==> src/rtl/ctrl_pkg.sv <==
// Shared types for the ID->EX->MEM->WB control pipeline and the hazard unit.
// Latency: none. This file holds types, constants and a reference decode function only.
// Backpressure: none. It is a package.
package ctrl_pkg;

    localparam int CTRL_ALUOP_W = 2;

    // Primary opcodes understood by the decoder feeding this block
    localparam logic [5:0] R_TYPE = 6'h00;
    localparam logic [5:0] ADDI   = 6'h08;
    localparam logic [5:0] LW     = 6'h23;
    localparam logic [5:0] SW     = 6'h2B;
    localparam logic [5:0] BEQ    = 6'h04;
    localparam logic [5:0] JMP    = 6'h02;

    localparam logic [CTRL_ALUOP_W-1:0] ALU_ADD   = 2'b00;
    localparam logic [CTRL_ALUOP_W-1:0] ALU_SUB   = 2'b01;
    localparam logic [CTRL_ALUOP_W-1:0] ALU_FUNCT = 2'b10;

    typedef struct packed {
        logic                    regdst;
        logic [CTRL_ALUOP_W-1:0] aluop;
        logic                    alusrc;
        logic                    regwrite;
        logic                    memtoreg;
        logic                    memwrite;
        logic                    isbranch;
        logic                    isjump;
    } ctrl_bundle_t;

    typedef enum logic [1:0] {
        PC_SEQ = 2'b00,
        PC_BR  = 2'b01,
        PC_JMP = 2'b10
    } pc_sel_e;

    typedef enum logic [1:0] {
        FWD_RF  = 2'b00,
        FWD_MEM = 2'b10,
        FWD_WB  = 2'b01
    } fwd_sel_e;

    // Reference opcode decode, matching what the upstream decoder produces
    function automatic ctrl_bundle_t ctrl_decode(input logic [5:0] op);
        ctrl_bundle_t b;
        b = '0;
        case (op)
            R_TYPE: begin b.regdst = 1'b1; b.aluop = ALU_FUNCT; b.regwrite = 1'b1; end
            ADDI:   begin b.alusrc = 1'b1; b.aluop = ALU_ADD; b.regwrite = 1'b1; end
            LW:     begin b.alusrc = 1'b1; b.aluop = ALU_ADD; b.regwrite = 1'b1; b.memtoreg = 1'b1; end
            SW:     begin b.alusrc = 1'b1; b.aluop = ALU_ADD; b.memwrite = 1'b1; end
            BEQ:    begin b.aluop = ALU_SUB; b.isbranch = 1'b1; end
            JMP:    begin b.isjump = 1'b1; end
            default: b = '0;
        endcase
        return b;
    endfunction

endpackage

==> src/rtl/ctrl_stage_reg.sv <==
// One pipeline stage register: valid bit, control bundle, rs/rt and destination index.
// Latency: 1 cycle from inputs to outputs when enabled.
// Backpressure: en_i=0 holds the stage. bubble_i or valid_i=0 loads an empty (all-zero) slot.
module ctrl_stage_reg
    import ctrl_pkg::*;
#(
    parameter int REG_ADDR_W = 5
) (
    input  logic                  clk_i,
    input  logic                  rst_n_i,
    input  logic                  en_i,
    input  logic                  bubble_i,
    input  logic                  valid_i,
    input  ctrl_bundle_t          bundle_i,
    input  logic [REG_ADDR_W-1:0] rs_i,
    input  logic [REG_ADDR_W-1:0] rt_i,
    input  logic [REG_ADDR_W-1:0] dst_i,
    output logic                  valid_o,
    output ctrl_bundle_t          bundle_o,
    output logic [REG_ADDR_W-1:0] rs_o,
    output logic [REG_ADDR_W-1:0] rt_o,
    output logic [REG_ADDR_W-1:0] dst_o
);

    logic                  r_valid;
    ctrl_bundle_t          r_bundle;
    logic [REG_ADDR_W-1:0] r_rs;
    logic [REG_ADDR_W-1:0] r_rt;
    logic [REG_ADDR_W-1:0] r_dst;

    // Hold when disabled; a bubble clears every field so stale indices never match
    always_ff @(posedge clk_i or negedge rst_n_i) begin
        if (!rst_n_i) begin
            r_valid  <= 1'b0;
            r_bundle <= '0;
            r_rs     <= '0;
            r_rt     <= '0;
            r_dst    <= '0;
        end else if (en_i) begin
            if (bubble_i || !valid_i) begin
                r_valid  <= 1'b0;
                r_bundle <= '0;
                r_rs     <= '0;
                r_rt     <= '0;
                r_dst    <= '0;
            end else begin
                r_valid  <= 1'b1;
                r_bundle <= bundle_i;
                r_rs     <= rs_i;
                r_rt     <= rt_i;
                r_dst    <= dst_i;
            end
        end
    end

    assign valid_o  = r_valid;
    assign bundle_o = r_bundle;
    assign rs_o     = r_rs;
    assign rt_o     = r_rt;
    assign dst_o    = r_dst;

endmodule

==> src/rtl/hazard_ctrl_pipe.sv <==
// Control pipeline EX/MEM/WB with load-use/branch hazard stalls, IF/ID flush and forwarding selects.
// Latency: stage controls move 1 cycle per stage. Hazard, PC and forward outputs are combinational.
// Backpressure: stall_ext_i freezes all stages. A hazard bubbles EX while MEM/WB drain. HAZARD_PERF_CNT_EN adds counters.
module hazard_ctrl_pipe
    import ctrl_pkg::*;
#(
    parameter int REG_ADDR_W = 5,
    parameter int ALUOP_W    = 2   // must equal CTRL_ALUOP_W; the bundle carries a fixed-width op
) (
    input  logic                  clk_i,
    input  logic                  rst_n_i,
    input  logic                  stall_ext_i,
    input  logic                  id_valid_i,
    input  logic                  id_regdst_i,
    input  logic                  id_alusrc_i,
    input  logic                  id_regwrite_i,
    input  logic                  id_memtoreg_i,
    input  logic                  id_memwrite_i,
    input  logic                  id_isbranch_i,
    input  logic                  id_isjump_i,
    input  logic [ALUOP_W-1:0]    id_aluop_i,
    input  logic [REG_ADDR_W-1:0] id_rs_i,
    input  logic [REG_ADDR_W-1:0] id_rt_i,
    input  logic [REG_ADDR_W-1:0] id_rd_i,
    input  logic                  id_branch_eq_i,
    output logic                  pc_write_o,
    output logic                  ifid_write_o,
    output logic                  ifid_flush_o,
    output logic [1:0]            pc_sel_o,
    output logic [ALUOP_W-1:0]    ex_aluop_o,
    output logic                  ex_alusrc_o,
    output logic                  mem_memwrite_o,
    output logic                  mem_memtoreg_o,
    output logic                  wb_regwrite_o,
    output logic [REG_ADDR_W-1:0] wb_dst_o,
    output logic [1:0]            fwd_a_o,
    output logic [1:0]            fwd_b_o,
    output logic                  id_fwd_a_o,
    output logic                  id_fwd_b_o
`ifdef HAZARD_PERF_CNT_EN
    ,
    output logic [31:0]           stall_cnt_o,
    output logic [31:0]           flush_cnt_o
`endif
);

    ctrl_bundle_t          w_id_b, w_ex_b, w_mem_b, w_wb_b;
    logic                  w_ex_vld, w_mem_vld, w_wb_vld;
    logic [REG_ADDR_W-1:0] w_id_dst;
    logic [REG_ADDR_W-1:0] w_ex_rs, w_ex_rt, w_ex_dst;
    logic [REG_ADDR_W-1:0] w_mem_rs, w_mem_rt, w_mem_dst;
    logic [REG_ADDR_W-1:0] w_wb_rs, w_wb_rt, w_wb_dst;
    logic                  w_adv;
    logic                  w_uses_rt, w_haz_lu, w_haz_br_ex, w_haz_br_mem, w_hazard;
    logic                  w_ex_hit_rs, w_ex_hit_rt, w_mem_hit_rs, w_mem_hit_rt;
    logic                  w_taken, w_jump;
    logic                  w_mem_wr, w_wb_wr;
    logic                  w_unused;

    // A branch never writes the register file, even if the decoder left regwrite set
    assign w_id_b = '{regdst:   id_regdst_i,
                      aluop:    id_aluop_i,
                      alusrc:   id_alusrc_i,
                      regwrite: id_regwrite_i & ~id_isbranch_i,
                      memtoreg: id_memtoreg_i,
                      memwrite: id_memwrite_i,
                      isbranch: id_isbranch_i,
                      isjump:   id_isjump_i};
    assign w_id_dst = id_regdst_i ? id_rd_i : id_rt_i;
    assign w_adv    = ~stall_ext_i;

    ctrl_stage_reg #(.REG_ADDR_W(REG_ADDR_W)) u_ex (
        .clk_i(clk_i), .rst_n_i(rst_n_i), .en_i(w_adv), .bubble_i(w_hazard),
        .valid_i(id_valid_i), .bundle_i(w_id_b), .rs_i(id_rs_i), .rt_i(id_rt_i), .dst_i(w_id_dst),
        .valid_o(w_ex_vld), .bundle_o(w_ex_b), .rs_o(w_ex_rs), .rt_o(w_ex_rt), .dst_o(w_ex_dst)
    );

    ctrl_stage_reg #(.REG_ADDR_W(REG_ADDR_W)) u_mem (
        .clk_i(clk_i), .rst_n_i(rst_n_i), .en_i(w_adv), .bubble_i(1'b0),
        .valid_i(w_ex_vld), .bundle_i(w_ex_b), .rs_i(w_ex_rs), .rt_i(w_ex_rt), .dst_i(w_ex_dst),
        .valid_o(w_mem_vld), .bundle_o(w_mem_b), .rs_o(w_mem_rs), .rt_o(w_mem_rt), .dst_o(w_mem_dst)
    );

    ctrl_stage_reg #(.REG_ADDR_W(REG_ADDR_W)) u_wb (
        .clk_i(clk_i), .rst_n_i(rst_n_i), .en_i(w_adv), .bubble_i(1'b0),
        .valid_i(w_mem_vld), .bundle_i(w_mem_b), .rs_i(w_mem_rs), .rt_i(w_mem_rt), .dst_i(w_mem_dst),
        .valid_o(w_wb_vld), .bundle_o(w_wb_b), .rs_o(w_wb_rs), .rt_o(w_wb_rt), .dst_o(w_wb_dst)
    );

    // Hazard detection. Jumps read no registers here, so they are never held.
    assign w_uses_rt    = id_regdst_i | id_memwrite_i | id_isbranch_i;
    assign w_ex_hit_rs  = w_ex_vld  && (w_ex_dst  != '0) && (w_ex_dst  == id_rs_i);
    assign w_ex_hit_rt  = w_ex_vld  && (w_ex_dst  != '0) && (w_ex_dst  == id_rt_i);
    assign w_mem_hit_rs = w_mem_vld && (w_mem_dst != '0) && (w_mem_dst == id_rs_i);
    assign w_mem_hit_rt = w_mem_vld && (w_mem_dst != '0) && (w_mem_dst == id_rt_i);
    assign w_haz_lu     = w_ex_b.memtoreg && (w_ex_hit_rs || (w_uses_rt && w_ex_hit_rt));
    assign w_haz_br_ex  = id_isbranch_i && w_ex_b.regwrite && (w_ex_hit_rs || w_ex_hit_rt);
    assign w_haz_br_mem = id_isbranch_i && w_mem_b.memtoreg && (w_mem_hit_rs || w_mem_hit_rt);
    assign w_hazard     = id_valid_i && !id_isjump_i && (w_haz_lu || w_haz_br_ex || w_haz_br_mem);
    assign w_taken      = id_valid_i && id_isbranch_i && id_branch_eq_i && !w_hazard;
    assign w_jump       = id_valid_i && id_isjump_i;

    // PC/IF-ID steering. Reset is folded in so outputs go idle without waiting for a clock.
    always_comb begin
        pc_write_o   = 1'b1;
        ifid_write_o = 1'b1;
        ifid_flush_o = 1'b0;
        pc_sel_o     = PC_SEQ;
        if (!rst_n_i) begin
            pc_write_o = 1'b1;
        end else if (stall_ext_i || w_hazard) begin
            pc_write_o   = 1'b0;
            ifid_write_o = 1'b0;
        end else if (w_taken) begin
            pc_sel_o     = PC_BR;
            ifid_flush_o = 1'b1;
        end else if (w_jump) begin
            pc_sel_o     = PC_JMP;
            ifid_flush_o = 1'b1;
        end
    end

    // Stage controls, each qualified by its own valid
    assign ex_aluop_o     = w_ex_b.aluop & {ALUOP_W{w_ex_vld}};
    assign ex_alusrc_o    = w_ex_b.alusrc   & w_ex_vld;
    assign mem_memwrite_o = w_mem_b.memwrite & w_mem_vld;
    assign mem_memtoreg_o = w_mem_b.memtoreg & w_mem_vld;
    assign wb_regwrite_o  = w_wb_b.regwrite  & w_wb_vld;
    assign wb_dst_o       = w_wb_dst & {REG_ADDR_W{w_wb_vld}};

    // Forwarding: the younger producer (MEM) wins over WB
    assign w_mem_wr   = w_mem_vld && w_mem_b.regwrite && (w_mem_dst != '0);
    assign w_wb_wr    = w_wb_vld  && w_wb_b.regwrite  && (w_wb_dst  != '0);
    assign fwd_a_o    = (w_mem_wr && w_mem_dst == w_ex_rs) ? FWD_MEM :
                        (w_wb_wr  && w_wb_dst  == w_ex_rs) ? FWD_WB  : FWD_RF;
    assign fwd_b_o    = (w_mem_wr && w_mem_dst == w_ex_rt) ? FWD_MEM :
                        (w_wb_wr  && w_wb_dst  == w_ex_rt) ? FWD_WB  : FWD_RF;
    // Branch compare in ID can only take an ALU result; load data is not ready yet
    assign id_fwd_a_o = w_mem_wr && !w_mem_b.memtoreg && (w_mem_dst == id_rs_i);
    assign id_fwd_b_o = w_mem_wr && !w_mem_b.memtoreg && (w_mem_dst == id_rt_i);

    // Fields carried for the datapath but not consumed by the control logic
    assign w_unused = ^{w_ex_b, w_mem_b, w_wb_b, w_mem_rs, w_mem_rt, w_wb_rs, w_wb_rt};

`ifdef HAZARD_PERF_CNT_EN
    logic [31:0] r_stall_cnt;
    logic [31:0] r_flush_cnt;

    // Saturating event counters, frozen while the pipeline is externally stalled
    always_ff @(posedge clk_i or negedge rst_n_i) begin
        if (!rst_n_i) begin
            r_stall_cnt <= '0;
            r_flush_cnt <= '0;
        end else if (!stall_ext_i) begin
            if (w_hazard && (r_stall_cnt != 32'hFFFF_FFFF)) r_stall_cnt <= r_stall_cnt + 32'd1;
            if (ifid_flush_o && (r_flush_cnt != 32'hFFFF_FFFF)) r_flush_cnt <= r_flush_cnt + 32'd1;
        end
    end

    assign stall_cnt_o = r_stall_cnt;
    assign flush_cnt_o = r_flush_cnt;
`endif

endmodule

==> config.mk <==
export PLATFORM = sky130hd
export DESIGN_NAME = hazard_ctrl_pipe
export DESIGN_NICKNAME = d
export VERILOG_FILES = /design/src/rtl/ctrl_pkg.sv /design/src/rtl/ctrl_stage_reg.sv /design/src/rtl/hazard_ctrl_pipe.sv
export SDC_FILE = /design/constraint.sdc
export NUM_CORES = 1
export LEC_CHECK = 0
export ABC_AREA = 1
export BUFFER_PORTS_ARGS = -buffer_cell sky130_fd_sc_hd__buf_2
export CAP_MARGIN = 0
export CORE_ASPECT_RATIO = 0.7
export CORE_MARGIN = 2
export CORE_UTILIZATION = 44
export CTS_CLUSTER_DIAMETER = 40
export DETAILED_ROUTE_END_ITERATION = 12
export GPL_ROUTABILITY_DRIVEN = 0
export GPL_TIMING_DRIVEN = 0
export PLACE_DENSITY = 0.67
export SYNTH_ARGS = -nofsm -noshare
export SYNTH_HDL_FRONTEND = slang
export SYNTH_SLANG_ARGS = --single-unit
==> constraint.sdc <==
create_clock -name clk_i -period 4.6 [get_ports clk_i]
set_input_delay 0.92 -clock clk_i [delete_from_list [all_inputs] [get_ports clk_i]]
set_output_delay 0.92 -clock clk_i [all_outputs]
set_load 0.02 [all_outputs]
==> metrics.md, run 1 <==
| Metric | Value |
|---|---|
| Outcome | `finished, final reports clean` |
| Post-synth EDFFs | `0` |
| Clock Path Buffers | `2` |
| Die area | `6110 um^2` |
| Area occupied by registers | `951 um^2` |
| Slowest stage delay, CP | `0.17 ns` |
| Initial antenna violation count | `0` |
| Root buffer cell | `clkbuf_8` |
| Initial Util | `0.460` |
| Post-route setup slack | `approximately 1.3 ns` |
| Routed Antenna Nets | `0` |
| Worst vdd ir | `0.154 mV` |
| HPWL Detailed | `4880 um` |
| Number of hold violations in the final report | `0` |
| Clock skew | `between 0.01 and 0.015 ns` |
| Worst setup SP type | `input port` |
| WP data required | `approximately 3.7 ns` |
| WP depth | `15` |
| Leakage | `0.00168 uW` |
| TritonCTS Buffers | `5` |
| DRT Wirelength | `6420 um` |
| Final-stage net count | `426` |
| Max FO, Critical Path | `10` |
| FF-to-FF path depth | `11` |
| Vias in the first global route | `2,225` |
| GR Util All Layers | `0.233` |
| Hold_buf cts | `0` |
| Cell Pwr Density | `290 nW/um^2` |
| PostCTS Resize Cnt | `0` |
| Pre-CTS setup slack | `about 1.3 ns` |
| Grt ovf | `0` |
| CTS tree | `done` |
| RSZ-0062 raised after global routing | `false` |
| Clock slew seen by the registers of the worst setup and hold paths | `0.08 ns` |
| Hold Path Class | `register to register` |
| Final min period | `3.30 ns` |
| Syn avg cell area | `7.11 um^2` |
| Yosys cell types | `25` |
| Critical Path Slowest Stage Cell | `buf_6` |
| # DRC | `0` |
| Top cells by area, synth | `dfrtp_1, nand2_1, inv_1, xnor2_1, nand3_1` |
| WL/cell | `13.6 um` |
| Post-layout util | `0.545` |
| Multi-input gate area | `1220 um^2` |
| TritonRoute pass-1 iters | `4` |
| Vias per cell | `4.86` |
| Post-CTS Setup Bufs | `0` |
| Syn Inst Count | `340` |
| H-tree Lvls | `2` |
| Clock Latency Late Sink | `0.31 ns` |
| WS Path Type | `input port to output port` |
| Die Y | `66 um` |
| Final Setup Violations | `0` |
| Area grow syn2layout | `18.6%` |
| Setup tns final | `0 ns` |
| Drt first-iter violations | `149` |
| Warnings from Yosys | `0` |
| Design Area, Final | `2870 um^2` |
| Layout cell share with drive strength beyond 1 | `0.214` |
| Top FF cell, synth | `dfrtp_1` |
| WP data arrival | `2.38 ns` |
| Post-synth top area share | `0.394` |
| First-pass GRT wire length | `10,800 um` |
| Mapped cell area | `2420 um^2` |
| Fillers | `540` |
| Headroom to the max-slew limit | `0.393` |
| Ant. Diodes | `0` |
| Bufs and invs on worst path | `5` |
| Crit end category | `output port` |
| Vias | `2,282` |
| Chip width | `92.6 um` |
| Max_cap viols | `0` |
| Largest net degree at the start of global routing | `41` |
| Max Slew Vio Count | `0` |
| Max Clk Rate | `0.303 GHz` |
| Register area share after synthesis | `0.394` |
| Clock Sinks | `38` |
| Crit-path most repeated cell | `nand2_1` |
| Crit path max-delay family | `simple AND/OR/NAND/NOR gates` |
| Final Cycle Share | `0.718` |
| Number of synthesized register bits | `38` |
| Most frequent cells in the layout | `nand2_1, buf_2, inv_1, dfrtp_1, nand3_1` |
| Least-Margin Pin Slew | `approximately 0.9 ns` |
| Cell taking the most area after synthesis | `dfrtp_1` |
| WHS Path Cells | `2` |
| Fin Hold WS | `0.485 ns` |
| Post-synth ARST share | `1.00` |
| Dpl cell area | `2760 um^2` |
| Core Region | `5260 um^2` |
| IO Port Bufs | `50` |
| Syn_nets | `369` |
| Commonest non-fill, non-tap cell in the layout | `nand2_1` |
| Site Rows | `22` |
| Cells along the critical path | `buf_2 > inv_1 > nand2_1 > nand2_1 > nor2_1 > nand3_1 > nand2_1 > nand2_1 > nand2_2 > nand2_4 > buf_6 > nand2_1 > nand2_1 > buf_4 > buf_2` |
| I/O pins | `51` |
==> worst paths after layout <==
kind	end	from	slack [ns]
max	pc_write_o	id_rt_i[4]	1.30
min	u_ex.bundle_o[7]	u_ex.bundle_o[7]	0.49
max reg2reg	u_ex.rt_o[1]	u_mem.dst_o[2]	2.92
min reg2reg	u_ex.bundle_o[7]	u_ex.bundle_o[7]	0.49
max in group asynchronous	u_wb.dst_o[0]	rst_n_i	3.28
min in group asynchronous	u_ex.dst_o[2]	rst_n_i	0.74
==> synthesized netlist by cell type, types with 5 or more instances <==
cell type,number
nand2_1,133
inv_1,40
dfrtp_1,38
nand3_1,23
nor2_1,18
xnor2_1,15
nand3_2,11
o21ai_0,10
xor2_1,9
o22ai_1,8
nor3_1,7
clkbuf_1,5
==> registers in the layout (all words and copies together) (netlist names) <==
name and cells:
u_ex.bundle_o 6, u_ex.valid_o 1, u_wb.bundle_o 1, u_ex.dst_o 5
u_ex.rt_o 5, u_wb.dst_o 5, u_mem.bundle_o 3, u_mem.valid_o 1
u_wb.valid_o 1, u_mem.dst_o 5, u_ex.rs_o 5
==> power by group <==
part | internal, uW | total, uW | switching (uW)
Clock | 160 | 288 | 129
Combinational | 62.3 | 161 | 98.3
Sequential | 357 | 383 | 26.4
Total | 579 | 832 | 253
==> through the flow <==
step | cells | power [uW]
final | 470 | 832
after global routing | 470 | 877
after global placement | 462 | 546
after detailed placement | 462 | 548
after CTS | 470 | 834
after floorplan | 340 | 489
==> cell type report <==
class                           instances  area share
Buffer                                 14      0.0293
Clock buffer                            5      0.0240
Clock inverter                          3      0.0140
Inverter                               43      0.0563
Multi-Input combinational cell        245       0.426
Sequential cell                        38       0.332
Tap cell                               72      0.0314
Timing Repair Buffer                   50      0.0873
==> worst reg2reg max path, cell delays in order, from the launching register on <==
cell      delay (ns)
dfrtp_1         0.38
clkbuf_2        0.17
nor3_2          0.19
nand3_1         0.16
nand3_1         0.10
inv_1           0.05
nand2_2         0.07
nand2_2         0.06
nand2_4         0.09
buf_6           0.17
nand3_1         0.09
nand2_1         0.08
==> routing by layer <==
layer  GRT usage  wire length [um]  up-vias
li1            -                 -     1165
met1       0.338              3230     1044
met2       0.349              2680       65
met3      0.0479               431        8
met4      0.0746                75        0
met5           0                 0        -
==> kinds of logic after synthesis <==
group,share of synthesized area
buffers and inverters,0.101
flip-flops,0.394
AND/OR/NAND/NOR,0.370
XOR/XNOR,0.0870
AO/OA/AOI/OAI,0.0482
Note: power is estimated with default switching activity, not from simulation.
==> inputs of run 2 (changes only) <==
--- a/config.mk
+++ b/config.mk
@@ -15,7 +15,7 @@
 export DETAILED_ROUTE_END_ITERATION = 12
 export GPL_ROUTABILITY_DRIVEN = 0
 export GPL_TIMING_DRIVEN = 0
-export PLACE_DENSITY = 0.67
+export PLACE_DENSITY = 0.69
 export SYNTH_ARGS = -nofsm -noshare
 export SYNTH_HDL_FRONTEND = slang
 export SYNTH_SLANG_ARGS = --single-unit
==> constraint.sdc (replaced) <==
create_clock -name clk_i -period 2.7 [get_ports clk_i]
set_input_delay 0.54 -clock clk_i [delete_from_list [all_inputs] [get_ports clk_i]]
set_output_delay 0.54 -clock clk_i [all_outputs]
set_load 0.02 [all_outputs]
==> metrics.md, run 2 (same netlist as run 1, synthesis figures left out) <==
| Metric | Value |
|---|---|
| Final-stage net count | `429 (+0.70%)` |
| H-tree Lvls | `2 (unchanged)` |
| Setup tns final | `0 ns (unchanged)` |
| WP data arrival | `1.99 ns (-0.39 ns)` |
| Max FO, Critical Path | `11 (+1)` |
| Max Clk Rate | `0.396 GHz` |
| Most frequent cells in the layout | `nand2_1, buf_2, inv_1, dfrtp_1, nand3_1` |
| Worst vdd ir | `0.289 mV (+88%)` |
| TritonCTS Buffers | `5 (unchanged)` |
| Die area | `6110 um^2 (unchanged)` |
| Final Cycle Share | `0.936` |
| HPWL Detailed | `4920 um (+0.68%)` |
| Drt first-iter violations | `152 (+2.0%)` |
| GR Util All Layers | `0.239 (+0.00599)` |
| Design Area, Final | `2940 um^2 (+2.7%)` |
| Clock Latency Late Sink | `0.30 ns (about the same)` |
| DRT Wirelength | `6550 um (+2.1%)` |
| Cell Pwr Density | `520 nW/um^2 (+79%)` |
| Core Region | `5260 um^2 (unchanged)` |
| Max Slew Vio Count | `0 (unchanged)` |
| WS Path Type | `register to output port` |
| Fin Hold WS | `0.361 ns (-0.124 ns)` |
| Routed Antenna Nets | `0 (unchanged)` |
| Clock slew seen by the registers of the worst setup and hold paths | `0.08 ns (about the same)` |
| Largest net degree at the start of global routing | `41 (unchanged)` |
| Max_cap viols | `0 (unchanged)` |
| Max FFs per register | `6 (unchanged)` |
| Area grow syn2layout | `21.8%` |
| Root buffer cell | `clkbuf_8` |
| Dpl cell area | `2760 um^2 (unchanged)` |
| Layout cell share with drive strength beyond 1 | `0.224 (+0.0109)` |
| Site Rows | `22 (unchanged)` |
| Multi-input gate area | `1240 um^2 (+1.5%)` |
| Initial Util | `0.460 (unchanged)` |
| CTS tree | `done` |
| WL/cell | `13.8 um (+1.5%)` |
| Ant. Diodes | `0 (unchanged)` |
| Clock Sinks | `38 (unchanged)` |
| Vias per cell | `4.94 (+1.8%)` |
| Vias in the first global route | `2,211 (-0.63%)` |
| Vias | `2,337 (+2.4%)` |
| Final min period | `2.53 ns` |
| IO Port Bufs | `50 (unchanged)` |
| RSZ-0062 raised after global routing | `false` |
| Clock skew | `0.00621 ns (-0.00549 ns)` |
| Fillers | `529 (-2.0%)` |
| Area occupied by registers | `952 um^2 (+0.13%)` |
| Grt ovf | `0 (unchanged)` |
| Number of hold violations in the final report | `0 (unchanged)` |
| Worst setup SP type | `register` |
| Final Setup Violations | `0 (unchanged)` |
| Initial antenna violation count | `0 (unchanged)` |
| Chip width | `92.6 um (unchanged)` |
| Crit end category | `output port` |
| # DRC | `0 (unchanged)` |
| Commonest non-fill, non-tap cell in the layout | `nand2_1` |
| Hold Path Class | `input port to async pin` |
| Clock Path Buffers | `2 (unchanged)` |
| TritonRoute pass-1 iters | `4 (unchanged)` |
| Least-Margin Pin Slew | `0.894 ns (-0.0160 ns)` |
| WP data required | `2.16 ns (-1.52 ns)` |
| I/O pins | `51 (unchanged)` |
| Die Y | `66 um (unchanged)` |
| Headroom to the max-slew limit | `0.404 (+0.0107)` |
| Outcome | `finished, final reports clean` |
| First-pass GRT wire length | `11,000 um (+2.2%)` |
| Hold_buf cts | `0 (unchanged)` |
| Leakage | `0.00170 uW (+0.87%)` |
==> run 2: changes by cell type in the layout (fill, tap and decap cells not counted), sizes merged <==
cell,delta
buf,+3
bufinv,+1
clkinv,-1
==> run 2: area by class of cell <==
cell class,count,share of cell area
Clock inverter,3,0.0234
Inverter,43,0.0549
Multi-Input combinational cell,245,0.421
Timing Repair Buffer,55,0.0978
Sequential cell,38,0.324
Tap cell,72,0.0306
Buffer,12,0.0251
Clock buffer,5,0.0234
==> run 2: worst max-delay path: stages (launching register included) <==
cell and delay [ns]:
dfrtp_1 0.38, buf_6 0.14, inv_1 0.10, nand2_1 0.07, nand2_1 0.10, nor2_1 0.05
nand3_1 0.11, nand2_1 0.08, nand2_2 0.09, nand2_4 0.07, nand2_8 0.09, nand3_1 0.11
nor2_1 0.13, buf_2 0.17
==> run 2: layer usage <==
| layer | track usage | vias to the layer above | wire length, um |
|---|---|---|---|
| met5 | 0 | - | 0 |
| met4 | 0.0840 | 0 | 86 |
| met3 | 0.0433 | 8 | 512 |
| met2 | 0.353 | 76 | 2810 |
| met1 | 0.351 | 1086 | 3150 |
| li1 | - | 1167 | - |
==> run 2: report_power, final <==
part / internal, uW / total (uW) / switching (uW)
combinational: 108 / 277 / 169
sequential: 608 / 653 / 45.6
clock: 370 / 598 / 228
==> run 2: repair_timing <==
action / CTS / global route
endpoints found under the setup margin: 1 / 5
setup buffers: 0 / 5
pin swaps: 0 / 0
gates cloned: 0 / 0
resized for setup: 5 / 2
==> run 2: final timing paths <==
check | slack (ns) | start | endpoint | cells after the start
worst max register to register | 1.02 | u_ex.dst_o[4] | u_ex.rs_o[1] | 12
worst max-delay path | 0.17 | u_mem.dst_o[4] | pc_sel_o[0] | 13
worst min register to register | 0.48 | u_ex.bundle_o[3] | u_ex.bundle_o[3] | 2
min in group clk_i | 0.45 | id_memtoreg_i | u_ex.bundle_o[3] | 3
max in group asynchronous | 1.73 | rst_n_i | u_mem.dst_o[0] | 1
worst min-delay path | 0.36 | rst_n_i | u_ex.dst_o[4] | 1
==> run 2: per-stage QoR <==
step,total power (uW),utilization,setup slack (ns),instances
2_1_floorplan,833,-,0.410,340
3_3_place_gp,930,0.524,0.155,462
3_5_place_dp,935,0.524,0.128,462
4_1_cts,1530,0.551,0.0518,469
5_1_grt,1600,0.559,0.00233,473
6_report,1530,0.559,0.172,473
